--- src/rtl/seg7_scan_driver.sv ---
// Multiplexed 8-digit seven-segment scan driver with tear-free shadow codes.
// Optional anti-ghost blanking at the start of each slot: define SEG7_BLANK_GAP_EN.
module seg7_scan_driver #(
  parameter int DIV = 50000,
  parameter int GAP = 500
) (
  input  logic       clk,
  input  logic       rst,
  input  logic       en,
  input  logic [7:0] code7,
  input  logic [7:0] code6,
  input  logic [7:0] code5,
  input  logic [7:0] code4,
  input  logic [7:0] code3,
  input  logic [7:0] code2,
  input  logic [7:0] code1,
  input  logic [7:0] code0,
  output logic [7:0] an,
  output logic [7:0] seg,
  output logic       frame_done
);

`ifdef SEG7_BLANK_GAP_EN
  localparam bit gap_en = 1'b1;
`else
  localparam bit gap_en = 1'b0;
`endif

  localparam logic [15:0] cnt_last = 16'(DIV - 1);

  logic [7:0]  code_w [8];
  logic [7:0]  shadow_reg [8];
  logic [15:0] cnt_reg;
  logic [2:0]  idx_reg;
  logic        load_pending_reg;
  logic [7:0]  an_reg;
  logic [7:0]  seg_reg;
  logic        frame_done_reg;

  logic run;
  logic tick;
  logic wrap;
  logic load;
  logic blank;

  assign code_w[0] = code0;
  assign code_w[1] = code1;
  assign code_w[2] = code2;
  assign code_w[3] = code3;
  assign code_w[4] = code4;
  assign code_w[5] = code5;
  assign code_w[6] = code6;
  assign code_w[7] = code7;

  // The priming cycle that captures the first snapshot after reset is shown
  // blank and does not consume a prescaler count, so digit 0 still gets a
  // full slot of valid shadow data.
  assign run  = en & ~load_pending_reg;
  assign tick = run & (cnt_reg == cnt_last);
  assign wrap = tick & (idx_reg == 3'd7);
  assign load = (en & load_pending_reg) | wrap;

  generate
    if (GAP > 0 && gap_en) begin : g_gap
      assign blank = (cnt_reg < 16'(GAP));
    end else begin : g_no_gap
      assign blank = 1'b0;
    end
  endgenerate

  generate
    for (genvar gi = 0; gi < 8; gi++) begin : g_shadow
      always_ff @(posedge clk) begin
        if (rst) begin
          shadow_reg[gi] <= 8'hFF;
        end else if (load) begin
          shadow_reg[gi] <= code_w[gi];
        end
      end
    end
  endgenerate

  always_ff @(posedge clk) begin
    if (rst) begin
      cnt_reg          <= 16'd0;
      idx_reg          <= 3'd0;
      load_pending_reg <= 1'b1;
      an_reg           <= 8'hFF;
      seg_reg          <= 8'hFF;
      frame_done_reg   <= 1'b0;
    end else begin
      if (run) begin
        cnt_reg <= tick ? 16'd0 : cnt_reg + 16'd1;
      end
      if (tick) begin
        idx_reg <= idx_reg + 3'd1;
      end
      if (load) begin
        load_pending_reg <= 1'b0;
      end
      frame_done_reg <= wrap;
      if (run && !blank) begin
        an_reg  <= ~(8'b1 << idx_reg);
        seg_reg <= shadow_reg[idx_reg];
      end else begin
        an_reg  <= 8'hFF;
        seg_reg <= 8'hFF;
      end
    end
  end

  assign an         = an_reg;
  assign seg        = seg_reg;
  assign frame_done = frame_done_reg;

endmodule

--- config.mk ---
export PLATFORM = sky130hd
export DESIGN_NAME = seg7_scan_driver
export DESIGN_NICKNAME = d
export VERILOG_FILES = /design/src/rtl/seg7_scan_driver.sv
export SDC_FILE = /design/constraint.sdc
export NUM_CORES = 1
export LEC_CHECK = 0
export ABC_AREA = 1
export BUFFER_PORTS_ARGS = -buffer_cell sky130_fd_sc_hd__buf_4
export CAP_MARGIN = 15
export CORE_ASPECT_RATIO = 1.75
export CORE_MARGIN = 4
export CORE_UTILIZATION = 35
export CTS_CLUSTER_DIAMETER = 60
export DETAILED_ROUTE_END_ITERATION = 8
export GPL_TIMING_DRIVEN = 1
export PLACE_DENSITY = 0.57
export SYNTH_ARGS = -nofsm -noshare
export SYNTH_HDL_FRONTEND = slang
export SYNTH_SLANG_ARGS = --single-unit
export TNS_END_PERCENT = 1
--- constraint.sdc ---
create_clock -name clk -period 4.02 [get_ports clk]
set_clock_uncertainty 0.1 [all_clocks]
set_input_delay 0.201 -clock clk [delete_from_list [all_inputs] [get_ports clk]]
set_output_delay 0.201 -clock clk [all_outputs]
set_load 0.03 [all_outputs]
==> results.md, run 1 <==
- Worst path max stage delay: between 500 and 600 ps
- Syn. warnings: 0
- Die Wd: 96.7 µm
- R2R Path Start: cnt_reg[0]
- Worst-skew pair later-pin latency: roughly 340 ps
- Hold path endpoint: shadow_reg[4][2]
- Via count: about 3700
- Syn avg cell area: roughly 9 µm²
- Layout fillers: roughly 1400
- Hold Vio Cnt, Final: 0
- CTS tree: done
- DIE HEIGHT: 163 µm
- Global route overflow: 0
- Vias per cell: 4.70
- Synthesized cell area: around 0.0048 mm²
- Largest register FFs: 64
- Req. time, crit path: just under 4000 ps
- CP cell instances: ha_1 -> nand2_1 -> inv_1 -> nand2_1 -> nor2_2 -> nand3_4 -> nand3_2 -> buf_12
- Setup TNS: 0 ps
- Max-slew violations: 0
- R2r setup slk: ~1600 ps
- Crit Path Max Fanout: 36
- P&R area growth vs syn: 21.1%
- Clock Tree Root: clkbuf_16
- Outcome: completed
- Period utilization: approximately three fifths
- Yosys cell types: 31
- Post-DP HPWL: between 8 and 9 mm
- Max Freq: around 0.41 GHz
- Cells on worst reg2reg path: 8
- CTS Buffer Depth: 2
- Hold_sp: code4[2]
- Total CTS buffers: 9
- DRT Pass-1 Iters: 4
- Initial antenna violation count: 0
- GRT Overall Usage: roughly 15%
- Vias in the first global route: 3674
- Final Instance Area: 0.00584 mm²
- Routed wire per std cell: approximately 15 µm
- Core Rows: between 50 and 60
- Synth Area in Adders: 1.82%
- Global-route wire length before repair: approximately 18 mm
- Startpoint Class: flip-flop
- Register area share after synthesis: approximately 55%
- Synth Area in Compound Gates: around 7.3%
- Clock sinks: a little over 100
- Yosys reg bits: roughly 100
- Multiplexer area fraction after synthesis: 0%
- Post-route ant nets: 0
- Simple-gate share of the synthesized area: between 20% and 30%
- PD cells: 378 mW/mm²
- Cells after DPL: between 700 and 800
- Num ports: 84
- WHS Path Cells: 3
- IO Port Bufs: 83
- Worst Setup End Kind: flip-flop
- Clk slew on worst S/H paths: approximately 70 ps
- RR Endpoint: shadow_reg[4][1]
- Routed WL: between 10 and 15 mm
- Slew margin rel.: approximately two fifths
- Xor/xnor share of the synthesized area: 0.727%
- NumNets Final: 679
- Synth Instances: 534
- Post_cts resized: 0
- Crit path top cell by count: nand2_1
- GPL Wtd Cong: between 0.8 and 0.9
- Non-filler cells, final: ~780
- Hold-fix buffers, CTS: 1
- Syn Nets: slightly above 600
- Largest net degree at the start of global routing: 76
- CP Class: reg2reg
- DRC: 0
- Largest family of logic cells by synthesized area: simple AND/OR/NAND/NOR gates
- Slowest stage cell, crit path: nand3_2
- DP Area: ~0.0055 mm²
- P_leak: ~0.0024 µW
- Core box area: ~0.013 mm²
- Final Setup Violations: 0
- Period minus WS final: about 2400 ps
- ANT cells: 0
- Arr. time, crit path: roughly 2400 ps
- Initial Util: between 30 and 40%
- Iteration-0 DRC count of the detailed router: 139
- Post-CTS Repair Setup Buffers: 0
- Max VDD drop: 0.216 mV
- Max Cap Viol: 0
- Hold Path Class: in2reg
- RSZ-0062 raised after global routing: false
- CTS HTree Levels: 3
- Die area: between 0.015 and 0.02 mm²
- Worst Tran Pin Value: roughly 900 ps
- Ratio of cells with drive above 1 in the final layout: between 20% and 30%
-- Yosys cell counts --
master,n,share of area (%)
nor3b_1,1,0.16
a21oi_1,4,0.42
buf_1,1,0.078
nand2_8,1,0.42
dfxtp_1,37,15
nand3_4,1,0.36
buf_8,5,1.6
o211ai_1,16,2.5
o21ai_0,39,4.0
inv_2,2,0.16
buf_4,2,0.31
nor2_1,87,6.8
nand2_1,53,4.1
xor2_1,4,0.73
or2_2,1,0.13
clkbuf_1,14,1.1
nand3_2,14,2.9
nor3_1,3,0.31
edfxtp_1,64,40
ha_1,7,1.8
nor2_4,1,0.23
nand2_4,1,0.23
a221oi_1,1,0.18
buf_12,1,0.42
nor2_2,2,0.26
nand2_2,1,0.13
nand3_1,71,7.4
inv_1,93,7.2
buf_2,4,0.42
nand4_1,2,0.26
o21bai_1,1,0.16
-- cell usage in the layout (no fill, tap or decap), types with 7 or more instances in the layout --
cell type | netlist | routed
nand2_1 | 53 | 53
nor2_1 | 87 | 87
o21ai_0 | 39 | 39
o211ai_1 | 16 | 16
inv_1 | 93 | 92
buf_4 | 2 | 85
clkbuf_16 | 0 | 9
nand3_2 | 14 | 15
ha_1 | 7 | 7
nand3_1 | 71 | 70
edfxtp_1 | 64 | 64
dfxtp_1 | 37 | 37
-- worst max-delay path by stage --
stage / from / endpoint / slack [ps] / cells past startpoint
floorplan: rst / shadow_reg[0][0] / 660 / 5
global placement: cnt_reg[0] / shadow_reg[6][4] / 1690 / 8
detailed placement: cnt_reg[0] / shadow_reg[6][4] / 1580 / 8
CTS: cnt_reg[0] / shadow_reg[6][3] / 1580 / 8
global route: cnt_reg[0] / shadow_reg[7][3] / 1440 / 8
finish: cnt_reg[0] / shadow_reg[4][1] / 1600 / 8
-- routing by layer --
layer	part of all wire, %	GRT usage, %
met2	53	25.9
met1	40	16.6
met3	3.9	2.86
met4	3.4	7.09
met5	0	0
-- logic make-up after synthesis --
logic type / after synthesis
AND/OR/NAND/NOR: 239
flip-flops: 101
XOR/XNOR: 4
AO/OA/AOI/OAI: 61
buffers and inverters: 122
adder cells (fa/ha/maj): 7
-- worst max-delay path, delay by kind of cell, from the launching register on --
kind | cells | cell delay, ps
adder cells (fa/ha/maj) | 1 | 220
flip-flops | 1 | 380
AND/OR/NAND/NOR | 5 | 990
buffers and inverters | 2 | 420
-- report_power, final --
part	leakage (µW)	switching (µW)	internal, µW
combinational	0.00141	86.8	64.9
clock	0.000151	369	544
sequential	0.000806	8.83	1130
total	0.00237	464	1740
-- layout make-up --
type                    count  area (µm²)  share of cell area (%)
clock buffers              10         229                    3.92
repair buffers             87         668                    11.4
multi-input cells         311        1620                    27.7
flip-flops and latches    101        2660                    45.6
clock inverters             6        85.1                    1.46
well taps                 174         218                    3.73
inverters                  95         357                    6.11
-- stage by stage --
step / utilization [%] / setup WS [ps] / total power (µW) / hold slack (ps)
3_5_place_dp: 41.0 / 1580 / 1320 / 372
5_1_grt: 43.4 / 1440 / 2280 / 18.3
3_3_place_gp: 41.0 / 1690 / 1310 / 369
2_1_floorplan: - / 662 / 1250 / 283
6_report: 43.4 / 1600 / 2200 / 27.3
4_1_cts: 43.4 / 1580 / 2220 / 19.4
(Power assumes the default switching activity.)
==> run 2: changes to the inputs <==
PLACE_DENSITY = 0.59   (was 0.57)
clock period = 2.05 ns   (was 4.02 ns; I/O delays follow)
==> results.md, run 2 (synthesis results as in run 1) <==
- Final Instance Area: 0.00679 mm² (+16%)
- Core box area: 0.0135 mm² (unchanged)
- Hold Path Class: in2reg
- Outcome: completed
- RSZ-0062 raised after global routing: false
- Hold path endpoint: load_pending_reg
- GPL Wtd Cong: 0.871 (-0.79%)
- Worst Tran Pin Value: 590 ps (-309 ps)
- Vias in the first global route: 3988 (+8.5%)
- Iteration-0 DRC count of the detailed router: 214 (+54%)
- Cells after DPL: 776 (+1.2%)
- R2R Path Start: cnt_reg[0]
- Worst path max stage delay: 350 ps (-170 ps)
- CP cell instances: ha_2 -> nand2_1 -> inv_2 -> nand2_1 -> nor2_4 -> nand3_4 -> buf_12 -> buf_4 -> nand3_2 -> buf_4
- Total CTS buffers: 9 (unchanged)
- DIE HEIGHT: 163 µm (unchanged)
- Clk slew on worst S/H paths: 70 ps (about the same)
- Cells on worst reg2reg path: 10 (+2)
- Clock sinks: 101 (unchanged)
- Core Rows: 56 (unchanged)
- Arr. time, crit path: 1890 ps (-470 ps)
- Period minus WS final: 1920 ps (-500 ps)
- Largest register FFs: 64 (unchanged)
- Req. time, crit path: 2020 ps (-1940 ps)
- DP Area: 0.00562 mm² (+1.8%)
- CTS HTree Levels: 3 (unchanged)
- RR Endpoint: shadow_reg[5][7]
- Max VDD drop: 0.447 mV (+110%)
- Post-DP HPWL: 8.23 mm (-1.0%)
- Die area: 0.0158 mm² (unchanged)
- Crit path buffers/inverters: 4 (+2)
- Clock Tree Root: clkbuf_16
- FF+latch area: 0.00267 mm² (about the same)
- DRT Pass-1 Iters: 4 (unchanged)
- ANT cells: 0 (unchanged)
- Worst-skew pair later-pin latency: 340 ps (about the same)
- Period utilization: 93.8% (+34 points)
- Hold_sp: en
- Global route overflow: 0 (unchanged)
- Layout fillers: 1261 (-8.0%)
- Non-filler cells, final: 870 (+11%)
- PD cells: 669 mW/mm² (+77%)
- NumNets Final: 765 (+13%)
- GRT Overall Usage: 15.1% (+0.58 points)
- Most frequent cells in the layout: 97 x buf_4, 91 x inv_1, 87 x nor2_1
- IO Port Bufs: 83 (unchanged)
- CTS Buffer Depth: 2 (unchanged)
- Routed WL: 12.6 mm (+11%)
- CP Class: reg2reg
- DRC: 0 (unchanged)
- Routed wire per std cell: 14.5 µm (+0.15%)
- Num ports: 84 (unchanged)
- R2r setup slk: 130 ps (-1470 ps)
- Slowest stage cell, crit path: dfxtp_2
- Final Util: 50.5% (+7.1 points)
- Initial antenna violation count: 0 (unchanged)
- Hold slack: 23.3 ps (-4.01 ps)
- Ratio of cells with drive above 1 in the final layout: 22.1% (+1.5 points)
- Multi-input gate area: 0.00167 mm² (+3.1%)
- Largest net degree at the start of global routing: 65 (-14%)
- Initial Util: 35.8% (unchanged)
- Die Wd: 96.7 µm (unchanged)
- Via count: 4106 (+11%)
- Worst setup margin: 126 ps (-1470 ps)
- Crit Path Max Fanout: 4 (-89%)
- Global-route wire length before repair: 19.1 mm (+4.2%)
- CP top delay family: simple AND/OR/NAND/NOR gates
- Worst Setup End Kind: flip-flop
- Startpoint Class: flip-flop
- Hold Vio Cnt, Final: 0 (unchanged)
- Vias per cell: 4.72 (+0.41%)
- P_leak: 0.00279 µW (+18%)
- Post-route ant nets: 0 (unchanged)
- Final Setup Violations: 0 (unchanged)
- Max-slew violations: 0 (unchanged)
- CTS tree: done
- Most common cell after layout, fill and taps aside: buf_4
- WHS Path Cells: 4 (+1)
- Slew margin rel.: 60.6% (+21 points)
- Max Freq: 0.520 GHz (+26%)
- Max Cap Viol: 0 (unchanged)
- Pre-CTS setup slack: -8.13 ps (-1590 ps)
- P&R area growth vs syn: 40.9%
## run 2: cell count changes in the layout (fill, tap and decap cells not counted), sizes merged
cell	delta
dlygate4sd3	+64
buf	+17
clkbuf	+3
clkinvlp	-1
inv	+1
nand2	+1
nand3	+1
## run 2: per-stage QoR
step / TNS (ps) / total power, µW
floorplan: 0 / 2450
global placement: 0 / 2590
detailed placement: -8.13 / 2590
CTS: 0 / 4530
global route: 0 / 4710
finish: 0 / 4540
## run 2: where the power goes
part           switching, µW  internal [µW]  leakage (µW)
Clock                    771           1080      0.000158
Combinational            214            245       0.00182
Sequential              14.4           2220      0.000807
## run 2: metal layers
layer  track usage [%]  wire length, µm  vias up
met4              6.77              339        0
met1              16.2             4860     1933
li1                  -                -     2055
met5                 0                0        -
met2              28.6             7010       94
met3              2.78              435       24
## run 2: what timing repair did
action                                 4_1_cts  5_1_grt
gates resized for setup                      1        6
hold buffers                                65        0
cloned                                       0        7
endpoints found under the hold margin       72        0
pin swaps                                    0        3
setup endpoints to repair                    1      122
buffers inserted                             0        6
## run 2: tightest hold or removal path: stages
cell and delay (ps):
buf_4 130, inv_1 60, nand3_1 80, nand2_1 40
## run 2: layout make-up
cell class                 instances  area share [%]
sequential                       101            39.2
inverter                          95            5.25
timing repair buffer             171            22.9
clock inverter                     6            1.40
multi-input combinational        313            24.6
tap                              174            3.21
clock buffer                      10            3.37
## run 2: worst max path at each step
| stage | endpoint | slack (ps) | from | cells after the start |
|---|---|---|---|---|
| after floorplan | shadow_reg[0][0] | 60 | cnt_reg[0] | 7 |
| after global placement | shadow_reg[0][3] | 100 | cnt_reg[0] | 8 |
| after detailed placement | shadow_reg[6][4] | -8 | cnt_reg[0] | 8 |
| after CTS | shadow_reg[0][0] | 4 | cnt_reg[0] | 8 |
| after global routing | shadow_reg[5][1] | 20 | cnt_reg[0] | 10 |
| final | shadow_reg[5][7] | 130 | cnt_reg[0] | 10 |
